File: src/rtl/dcache_pkg.sv
// Shared widths, state encoding and helpers for the direct-mapped data cache.
package dcache_pkg;

    localparam int unsigned ADDR_W    = 32;
    localparam int unsigned DATA_W    = 32;
    localparam int unsigned DEF_LINES = 16;
    localparam int unsigned DEF_WORDS = 4;

    localparam int unsigned OFFSET_W  = 2;
    localparam int unsigned WORD_W    = $clog2(DEF_WORDS);
    localparam int unsigned INDEX_W   = $clog2(DEF_LINES);
    localparam int unsigned TAG_W     = ADDR_W - OFFSET_W - WORD_W - INDEX_W;

    typedef enum logic [1:0] {
        ST_IDLE   = 2'd0,
        ST_REFILL = 2'd1,
        ST_WRITE  = 2'd2,
        ST_DONE   = 2'd3
    } state_t;

    // Tag width for an arbitrary geometry (the defaults above cover 16x4).
    function automatic int unsigned tag_width(input int unsigned lines, input int unsigned words);
        return ADDR_W - OFFSET_W - $clog2(lines) - $clog2(words);
    endfunction

endpackage

File: src/rtl/dcache_ctrl_if.sv
// Pipeline-side access port and word-wide memory port of the data cache.
interface dcache_ctrl_if;

    logic        i_Rd_En;
    logic        i_Wr_En;
    logic [31:0] i_Addr;
    logic [31:0] i_Wr_Data;
    logic [31:0] o_Rd_Data;
    logic        o_DCache_Miss;
    logic        o_Mem_Req;
    logic        o_Mem_We;
    logic [31:0] o_Mem_Addr;
    logic [31:0] o_Mem_Wr_Data;
    logic [31:0] i_Mem_Rd_Data;
    logic        i_Mem_Ack;

    // Cache side.
    modport slave (
        input  i_Rd_En, i_Wr_En, i_Addr, i_Wr_Data, i_Mem_Rd_Data, i_Mem_Ack,
        output o_Rd_Data, o_DCache_Miss, o_Mem_Req, o_Mem_We, o_Mem_Addr, o_Mem_Wr_Data
    );

    // Pipeline + memory side.
    modport master (
        output i_Rd_En, i_Wr_En, i_Addr, i_Wr_Data, i_Mem_Rd_Data, i_Mem_Ack,
        input  o_Rd_Data, o_DCache_Miss, o_Mem_Req, o_Mem_We, o_Mem_Addr, o_Mem_Wr_Data
    );

endinterface

File: src/rtl/dcache_tag_array.sv
// Valid + tag storage with combinational hit compare for one indexed line.
module dcache_tag_array
    import dcache_pkg::*;
#(
    parameter int unsigned LINES   = DEF_LINES,
    parameter int unsigned TAG_BITS = TAG_W
) (
    input  logic                     i_Clk,
    input  logic                     i_Rst,
    input  logic [$clog2(LINES)-1:0] index,
    input  logic [TAG_BITS-1:0]      tag,
    input  logic                     inv_en,
    input  logic                     wr_en,
    output logic                     hit
);

    logic [LINES-1:0]    valid_q;
    logic [TAG_BITS-1:0] tag_q [LINES];

    // Valid bits: set when a line fill completes, cleared when a fill starts.
    always_ff @(posedge i_Clk or posedge i_Rst) begin
        if (i_Rst) begin
            valid_q <= '0;
        end else if (wr_en) begin
            valid_q[index] <= 1'b1;
        end else if (inv_en) begin
            valid_q[index] <= 1'b0;
        end
    end

    // Tag storage is not reset; it is only meaningful behind a valid bit.
    always_ff @(posedge i_Clk) begin
        if (wr_en) begin
            tag_q[index] <= tag;
        end
    end

    // Lookup for the currently addressed line.
    always_comb begin
        hit = valid_q[index] && (tag_q[index] == tag);
    end

endmodule

File: src/rtl/dcache_ctrl.sv
// Direct-mapped, write-through, no-write-allocate data cache for the MEM stage.
module dcache_ctrl
    import dcache_pkg::*;
#(
    parameter int unsigned LINES = DEF_LINES,
    parameter int unsigned WORDS = DEF_WORDS
) (
    input  logic          i_Clk,
    input  logic          i_Rst,
    dcache_ctrl_if.slave  bus
);

    localparam int unsigned L_WORD_W  = $clog2(WORDS);
    localparam int unsigned L_INDEX_W = $clog2(LINES);
    localparam int unsigned L_TAG_W   = tag_width(LINES, WORDS);
    localparam logic [L_WORD_W-1:0] LAST_WORD = L_WORD_W'(WORDS - 1);

    state_t                state_q, state_d;
    logic [L_WORD_W-1:0]   cnt_q, cnt_d;

    logic [L_WORD_W-1:0]   word_sel;
    logic [L_INDEX_W-1:0]  index;
    logic [L_TAG_W-1:0]    tag;
    logic [OFFSET_W-1:0]   unused_offset;

    logic                  hit;
    logic                  inv_en;
    logic                  tag_wr;
    logic                  refill_wr;
    logic                  store_wr;

    logic [DATA_W-1:0]     data_q [LINES][WORDS];

    assign word_sel      = bus.i_Addr[OFFSET_W +: L_WORD_W];
    assign index         = bus.i_Addr[OFFSET_W + L_WORD_W +: L_INDEX_W];
    assign tag           = bus.i_Addr[ADDR_W-1 -: L_TAG_W];
    assign unused_offset = bus.i_Addr[OFFSET_W-1:0];

    dcache_tag_array #(
        .LINES    (LINES),
        .TAG_BITS (L_TAG_W)
    ) u_tags (
        .i_Clk  (i_Clk),
        .i_Rst  (i_Rst),
        .index  (index),
        .tag    (tag),
        .inv_en (inv_en),
        .wr_en  (tag_wr),
        .hit    (hit)
    );

    // State and refill word counter.
    always_ff @(posedge i_Clk or posedge i_Rst) begin
        if (i_Rst) begin
            state_q <= ST_IDLE;
            cnt_q   <= '0;
        end else begin
            state_q <= state_d;
            cnt_q   <= cnt_d;
        end
    end

    // Data array: refill words from memory, or update a resident line on a store ack.
    always_ff @(posedge i_Clk) begin
        if (refill_wr) begin
            data_q[index][cnt_q] <= bus.i_Mem_Rd_Data;
        end else if (store_wr) begin
            data_q[index][word_sel] <= bus.i_Wr_Data;
        end
    end

    // Next state, stall request and memory port drive.
    always_comb begin
        state_d           = state_q;
        cnt_d             = cnt_q;
        inv_en            = 1'b0;
        tag_wr            = 1'b0;
        refill_wr         = 1'b0;
        store_wr          = 1'b0;
        bus.o_Rd_Data     = '0;
        bus.o_DCache_Miss = 1'b0;
        bus.o_Mem_Req     = 1'b0;
        bus.o_Mem_We      = 1'b0;
        bus.o_Mem_Addr    = '0;
        bus.o_Mem_Wr_Data = '0;

        unique case (state_q)
            ST_IDLE: begin
                if (bus.i_Wr_En) begin
                    bus.o_DCache_Miss = 1'b1;
                    state_d           = ST_WRITE;
                end else if (bus.i_Rd_En) begin
                    if (hit) begin
                        bus.o_Rd_Data = data_q[index][word_sel];
                    end else begin
                        bus.o_DCache_Miss = 1'b1;
                        state_d           = ST_REFILL;
                        cnt_d             = '0;
                        inv_en            = 1'b1;
                    end
                end
            end
            ST_REFILL: begin
                bus.o_DCache_Miss = 1'b1;
                bus.o_Mem_Req     = 1'b1;
                bus.o_Mem_Addr    = {tag, index, cnt_q, 2'b00};
                if (bus.i_Mem_Ack) begin
                    refill_wr = 1'b1;
                    cnt_d     = cnt_q + 1'b1;
                    if (cnt_q == LAST_WORD) begin
                        tag_wr  = 1'b1;
                        state_d = ST_IDLE;
                    end
                end
            end
            ST_WRITE: begin
                bus.o_DCache_Miss = 1'b1;
                bus.o_Mem_Req     = 1'b1;
                bus.o_Mem_We      = 1'b1;
                bus.o_Mem_Addr    = {bus.i_Addr[ADDR_W-1:OFFSET_W], 2'b00};
                bus.o_Mem_Wr_Data = bus.i_Wr_Data;
                if (bus.i_Mem_Ack) begin
                    store_wr = hit;
                    state_d  = ST_DONE;
                end
            end
            ST_DONE: begin
                state_d = ST_IDLE;
            end
            default: begin
                state_d = ST_IDLE;
            end
        endcase
    end

endmodule

File: src/flat_wrapper.sv
// flat-port wrapper written by rule: the top's interface ports become plain ports
module dcache_ctrl_flat import dcache_pkg::*;
#(
    parameter int unsigned LINES = DEF_LINES,
    parameter int unsigned WORDS = DEF_WORDS
)
  (i_Clk, i_Rst, bus_i_Rd_En, bus_i_Wr_En, bus_i_Addr, bus_i_Wr_Data, bus_i_Mem_Rd_Data, bus_i_Mem_Ack, bus_o_Rd_Data, bus_o_DCache_Miss, bus_o_Mem_Req, bus_o_Mem_We, bus_o_Mem_Addr, bus_o_Mem_Wr_Data);
  dcache_ctrl_if bus_i ();
  input  logic i_Clk;
  input  logic i_Rst;
  input wire logic [$bits(bus_i.i_Rd_En)-1:0] bus_i_Rd_En;
  input wire logic [$bits(bus_i.i_Wr_En)-1:0] bus_i_Wr_En;
  input wire logic [$bits(bus_i.i_Addr)-1:0] bus_i_Addr;
  input wire logic [$bits(bus_i.i_Wr_Data)-1:0] bus_i_Wr_Data;
  input wire logic [$bits(bus_i.i_Mem_Rd_Data)-1:0] bus_i_Mem_Rd_Data;
  input wire logic [$bits(bus_i.i_Mem_Ack)-1:0] bus_i_Mem_Ack;
  output wire logic [$bits(bus_i.o_Rd_Data)-1:0] bus_o_Rd_Data;
  output wire logic [$bits(bus_i.o_DCache_Miss)-1:0] bus_o_DCache_Miss;
  output wire logic [$bits(bus_i.o_Mem_Req)-1:0] bus_o_Mem_Req;
  output wire logic [$bits(bus_i.o_Mem_We)-1:0] bus_o_Mem_We;
  output wire logic [$bits(bus_i.o_Mem_Addr)-1:0] bus_o_Mem_Addr;
  output wire logic [$bits(bus_i.o_Mem_Wr_Data)-1:0] bus_o_Mem_Wr_Data;
  assign bus_i.i_Rd_En = bus_i_Rd_En;
  assign bus_i.i_Wr_En = bus_i_Wr_En;
  assign bus_i.i_Addr = bus_i_Addr;
  assign bus_i.i_Wr_Data = bus_i_Wr_Data;
  assign bus_i.i_Mem_Rd_Data = bus_i_Mem_Rd_Data;
  assign bus_i.i_Mem_Ack = bus_i_Mem_Ack;
  assign bus_o_Rd_Data = bus_i.o_Rd_Data;
  assign bus_o_DCache_Miss = bus_i.o_DCache_Miss;
  assign bus_o_Mem_Req = bus_i.o_Mem_Req;
  assign bus_o_Mem_We = bus_i.o_Mem_We;
  assign bus_o_Mem_Addr = bus_i.o_Mem_Addr;
  assign bus_o_Mem_Wr_Data = bus_i.o_Mem_Wr_Data;
  dcache_ctrl #(.LINES(LINES), .WORDS(WORDS)) u_core (.i_Clk(i_Clk), .i_Rst(i_Rst), .bus(bus_i));
endmodule
File: config.mk
export PLATFORM = sky130hd
export DESIGN_NAME = dcache_ctrl_flat
export DESIGN_NICKNAME = d
export VERILOG_FILES = /design/src/rtl/dcache_pkg.sv /design/src/rtl/dcache_ctrl_if.sv /design/src/rtl/dcache_tag_array.sv /design/src/rtl/dcache_ctrl.sv /design/src/flat_wrapper.sv
export SDC_FILE = /design/constraint.sdc
export NUM_CORES = 2
export LEC_CHECK = 0
export BUFFER_PORTS_ARGS = -buffer_cell sky130_fd_sc_hd__buf_2
export CAP_MARGIN = 25
export CELL_PAD_IN_SITES_DETAIL_PLACEMENT = 1
export CELL_PAD_IN_SITES_GLOBAL_PLACEMENT = 1
export CORE_MARGIN = 4
export CORE_UTILIZATION = 53
export CTS_BUF_LIST = sky130_fd_sc_hd__clkbuf_16
export DETAILED_ROUTE_END_ITERATION = 10
export PLACE_DENSITY = 0.81
export RECOVER_POWER = 50
export SYNTH_ARGS = -nofsm -noshare
export SYNTH_HDL_FRONTEND = slang
export SYNTH_HIERARCHICAL = 1
export SYNTH_SLANG_ARGS = --single-unit
File: constraint.sdc
create_clock -name i_Clk -period 8.25 [get_ports i_Clk]
set_input_delay 0.4125 -clock i_Clk [delete_from_list [all_inputs] [get_ports i_Clk]]
set_output_delay 0.4125 -clock i_Clk [all_outputs]
set_load 0.02 [all_outputs]
* Word-level counts from Yosys, hierarchy flattened *
Memory sizes are Yosys's and may differ from the RTL's.
Cells that the tools add are included.

operators by class
  $add $sub $neg = 1
  magnitude comparators = 6
  eq/ne operators = 13
  multiplexer cells = 181
  bitwise logic cells = 133
  reduce and logical (&&, ||, !) cells = 10

operator list
  kind                  number
  $mux W32              9
  $mux W128             2
  $mux W1               149
  $demux W32 S2         2
  $or A1 B1 Y1          128
  $bmux W32 S2          1
  $pmux W32 S2          1
  $mux W16              2
  $eq A24 B24 Y1        1
  $mux W2               10
  $and A16 B16 Y16      1
  $not A16 Y16          1
  $or A16 B16 Y16       1
  $ne A2 B2 Y1 const B  5
  $reduce_and A5 Y1     2
  $pmux W2 S4           1
  $eq A2 B2 Y1 const B  3
  $ge A3 B3 Y1 const B  2
  $lt A3 B1 Y1 const B  2
  $ne A3 B3 Y1 const B  2
  $not A2 Y3            2
  $lt A4 B5 Y1 const B  1
  $bmux W1 S4           1
  $demux W1 S4          1
  10 further kinds      14

storage, ports and cells
  flip-flop bits (word level) = 20
  bits in writable memories = 2,432
  input port bits = 101
  output and inout bits = 99
  word-level logic and storage cells = 349
  memories kept = 2

memories
  name                 words  bits a word  read ports  clocked after memory_dff  write ports  RTL line                RTL
  u_core.data_q        16     128          1           0                         1            dcache_ctrl.sv:32       logic [DATA_W-1:0] data_q [LINES][WORDS];
  u_core.u_tags.tag_q  16     24           1           0                         1            dcache_tag_array.sv:18  logic [TAG_BITS-1:0] tag_q [LINES];

* Logic depth before layout (Yosys ltp) *
  depth in word-level cells = 9
  depth in mapped cells = 18
  gate-level depth less buffers = 12

* Hierarchy *
The synthesis kept the hierarchy.

modules (own cells, without submodules)
  module            instances  cells each  area each (µm²)  sequential area each (µm²)
  dcache_ctrl       1          3,598       80,040.5         61,599.1
  dcache_tag_array  1          773         16,022.9         11,931.4

* Least setup slack after synthesis *
OpenSTA, ideal clock, no wires.

  path type = input to register
  from = input port bus_i_Addr[5]
  to = memory u_core/data_q[3][32] in the netlist's numbering, enable pin
  library setup time = 502 ps
  data arrival time = 6,598 ps
  required time = 7,748 ps
  setup slack = 1,150 ps
  stages = 14
  buffers on the path = 4
  path through = buf_2 -> buf_2 -> buf_2 -> clkbuf_1 -> mux4_2 -> mux2i_1 -> xor2_1 -> a21oi_1 -> a2111oi_0 -> and4b_1 -> nand4b_1 -> nor3b_1 -> a31oi_1 -> nor4_1

on the way
  cells in the longest elaborated chain, start to end = 9
  elaborated cells between the ends (all ways) = 11
  classes of those cells = eq/ne: 1; mux: 7; bitwise: 1; reduce/logical: 1; memory: 1

RTL lines
  item                                            RTL line                RTL
  start, declared                                 flat_wrapper.sv:13      input wire logic [$bits(bus_i.i_Addr)-1:0] bus_i_Addr;
  $mem_v2 Z16 W24 or $bmux W1 S4 (tied branches)  --
  $eq A24 B24 Y1 or $mux W1 (tied branches)       dcache_tag_array.sv:40  hit = valid_q[index] && (tag_q[index] == tag);
  $logic_and A1 B1 Y1 (*)                         dcache_tag_array.sv:40
  net u_core.hit                                  dcache_ctrl.sv:26       logic hit;
  $mux W1 (*)                                     dcache_ctrl.sv:122      if (bus.i_Mem_Ack) begin
  $mux W1 (*)                                     dcache_ctrl.sv:87       unique case (state_q)
  $mux W1 (*)                                     dcache_ctrl.sv:67       end else if (store_wr) begin
  $mux W1 (*)                                     dcache_ctrl.sv:65       if (refill_wr) begin
  $mux W128 (not written as such) (*)             dcache_ctrl.sv:68       data_q[index][word_sel] <= bus.i_Wr_Data;
  $or A1 B1 Y1 (no line) (*)                      --
  end, declared                                   dcache_ctrl.sv:32

The timed path passes the listed nets; every way through them passes the cells marked *. The select of a mux whose other input is x is not followed.

* Worst setup path after layout *
  from = input port bus_i_Addr[5]
  to = memory u_core/data_q[12][103] in the netlist's numbering, enable pin

The elaborated chain is that of the path after synthesis.

==> summary.md <==
| Metric | Value |
|---|---|
| Status | finished, violations left |
| Failing checks | capacitance limit, slew limit |
| Worst min-delay path class | in -> reg |
| Slew @ Worst Pin | 3150 ps |
| Initial antenna violation count | 16 |
| Area after DPL | 101000 um^2 |
| Design Area, Final | 108000 um^2 |
| RSZ-0062 raised after global routing | no |
| Register bit total from synthesis | 2452 |
| Most used DFF post-synth | edfxtp_1 |
| CTS Buf Count | 227 |
| Synth cell types | 54 |
| Initial Util | around 54% |
| Sequential area share after synthesis | roughly 77% |
| Switching share of power | approximately 23% |
| Core area | 179000 um^2 |
| PortBufs | roughly 200 |
| Clock root buffer | clkbuf_16 |
| FP Rows | 155 |
| Mapped Cells | 4371 |
| Syn Area/Cell | 22.0 um^2 |
| Largest net degree at the start of global routing | 107 |
| Crit. End Element | register |
| Max Buffers Root-to-Sink | 3 |
| Max-cap violations | 41 |
| Vias in the first global route | 52700 |
| Die ar. | 188000 um^2 |
| Net Sw Power | between 5 and 6 mW |
| Gr ovfl total | 0 |
| Synth top area cells | edfxtp_1, mux4_2, mux2_2 |
| Normalized max-slew margin | -110% |
| Setup bufs post-CTS | 0 |
| Routed WL | 281000 um |
| Post-synth EDFFs | between 2000 and 2500 |
| Synth area leader | edfxtp_1 |
| Fin. Hold Viols | 0 |
| Crit-path max FO | a little under 90 |
| Min Tclk post-route | between 7000 and 8000 ps |
| H-tree Lvls | 4 |
| Drt drc | 0 |
| X dimension of the die | 434 um |
| Setup Viol. Count Final | 0 |
| NumNets Final | 4821 |
| Chip height | 434 um |
| Setup_tns | 0 ps |
| Top cell by count, worst path | a2111oi_0 |
| Reg clk slew, reported paths | 70 ps |
| Max Clock Skew | about 66 ps |
| Mapped Area | 96100 um^2 |
| Syn. warnings | 6 |
| Max stage delay on crit path | ~2100 ps |
| CTS tree | built |
| Ys async rst share | 0.816% |
| Slew Limit Fails | a little under 900 |
| Fill cells | approximately 15000 |
| DR WL/cell | 38.6 um |
| HPWL reported at the end of detailed placement | approximately 160000 um |
| Area Overhead vs Synth | 12.3% |
| First-pass GRT wire length | 399000 um |
| CP Cell Sequence | buf_8 -> nand2b_1 -> a211oi_1 -> nor4_1 -> a2111oi_0 -> nand4_1 -> a2111oi_0 -> and4b_1 -> nand4b_1 -> nor3_1 -> a31oi_4 -> clkbuf_1 -> nor2_1 -> buf_4 |
| P_leak | 34.1 nW |
| I/O pins | 200 |
| Final RePlAce weighted congestion | 0.793 |
| Comb pwr share | 6.9% |
| CP startpoint kind | input pin |
| Pint | 20.1 mW |
| Proportion of power drawn by the clock network | 40.1% |
| Antenna Nets Post-Route | 0 |
| Worst-Skew Late Latency | 900 ps |
| Seq pwr share | a little over half |
| Post-synth top area share | 76.0% |
| Vias | roughly 50000 |
| FMAX | between 100 and 150 MHz |
| Total track usage | about 30% |
| 1st-pass router iterations | 5 |
| Worst EP arrival | around 8200 ps |
| Worst EP required | 8790 ps |
| Detailed router's first-iteration violation count | roughly 7400 |
| Sink Count | 2452 |
| VDD IR max | 0.192 mV |
| Vias/cell | 6.93 |
| Setup Crit Path Kind | in -> reg |
| Share of cells above drive strength 1 | a little over a quarter |
| Register area | about 74000 um^2 |
| Crit-path slowest cell | nor2_1 |
| Period utilization | 92.5% |
| Multi-input gate area | 21600 um^2 |
| Power per cell area | 241 nW/um^2 |
power groups by stage:
| stage | Sequential, mW | Clock, mW | Combinational [mW] |
|---|---|---|---|
| floorplan | 14.1 | 0 | 1.09 |
| global placement | 14.1 | 0 | 1.69 |
| detailed placement | 14.1 | 0 | 1.77 |
| CTS | 13.8 | 10.5 | 1.82 |
| global route | 13.8 | 11.1 | 1.90 |
| finish | 13.8 | 10.4 | 1.80 |
repair_timing:
action,CTS,global route
hold buffers,26,0
hold endpoints to repair,390,0
gates resized for setup,0,0
synth_stat cells, drive strengths merged, types with 58 or more instances:
cell type and number:
a21oi 75, a22oi 132, and2 62, buf 130, clkbuf 125, edfxtp 2432, mux2 139, mux2i 104
mux4 614, nand2 58, nor2 155, o21ai 76
worst max-delay path: cells and delay by family:
kind / cells / cell delay [ps]
simple gates: 7 / 4100
compound gates: 4 / 1820
buf+inv: 3 / 1720
state kept, by name (all words and copies together), names as in the netlist, named ones only:
register	count
u_core/u_tags/tag_q	384
u_core/data_q	2048
u_core/cnt_q	2
u_core/state_q	2
path summary, 6_finish.rpt:
kind                                             start                    endpoint  slack, ps  cells after the start
min in group asynchronous                        i_Rst  asynchronous set/reset pin        240                      3
max                                      bus_i_Addr[5]      u_core/data_q[12][103]        620                     14
min                                      bus_i_Mem_Ack             u_core/cnt_q[0]         60                      3
min reg2reg                                   register                    register        530                      2
max reg2reg                u_core/u_tags/tag_q[10][22]      u_core/data_q[12][103]        760                     13
max in group asynchronous                        i_Rst             u_core/cnt_q[1]       7460                      4
kinds of logic after synthesis:
logic type,synth area share (%)
xor+xnor,0.228
fa+ha+maj,0.104
buf+inv,1.42
mux,17.1
compound gates,2.73
other cells,0.00390
flops,76.5
simple gates,1.86
cells in the final DEF (no fill, tap or decap), drive strengths merged, types with 20 or more instances in the layout:
| master | netlist | layout |
|---|---|---|
| a22oi | 132 | 132 |
| o21ai | 76 | 76 |
| mux2 | 139 | 139 |
| clkinv | 0 | 114 |
| dlygate4sd3 | 0 | 26 |
| nor2 | 155 | 155 |
| mux2i | 104 | 104 |
| mux4 | 614 | 614 |
| a221oi | 34 | 34 |
| nand2 | 58 | 58 |
| inv | 20 | 74 |
| a21oi | 75 | 75 |
| bufinv | 0 | 22 |
| edfxtp | 2432 | 2432 |
| clkbuf | 125 | 316 |
| nor3b | 35 | 35 |
| buf | 130 | 253 |
| a22o | 35 | 35 |
| dfrtp | 20 | 20 |
| and2 | 62 | 62 |
layout make-up:
type	instances	share of cell area [%]
repair buffers	366	2.19
clock inverters	195	1.51
diodes	12	0.0278
well taps	2355	2.73
multi-input cells	1645	20.0
inverters	20	0.0696
clock buffers	229	5.31
flip-flops and latches	2452	68.2
through the flow:
stage	hold slack, ps	utilization, %	std cells	power (mW)	setup WS (ps)
after floorplan	179	-	4372	15.1	1150
after global placement	342	56.0	6794	15.7	1430
after detailed placement	344	56.1	6802	15.8	1240
after CTS	12.5	60.3	7252	26.2	1210
after global routing	38.0	60.1	7269	26.8	499
final	56.9	60.1	7274	26.0	619
per-layer routing:
layer	vias up	track usage [%]	share of wire [%]
li1	19100	-	-
met1	26500	39.8	34
met2	4030	49.0	50
met3	732	5.92	11
met4	2	14.2	5.3
met5	-	0	0.0046
(Power assumes the default switching activity.)
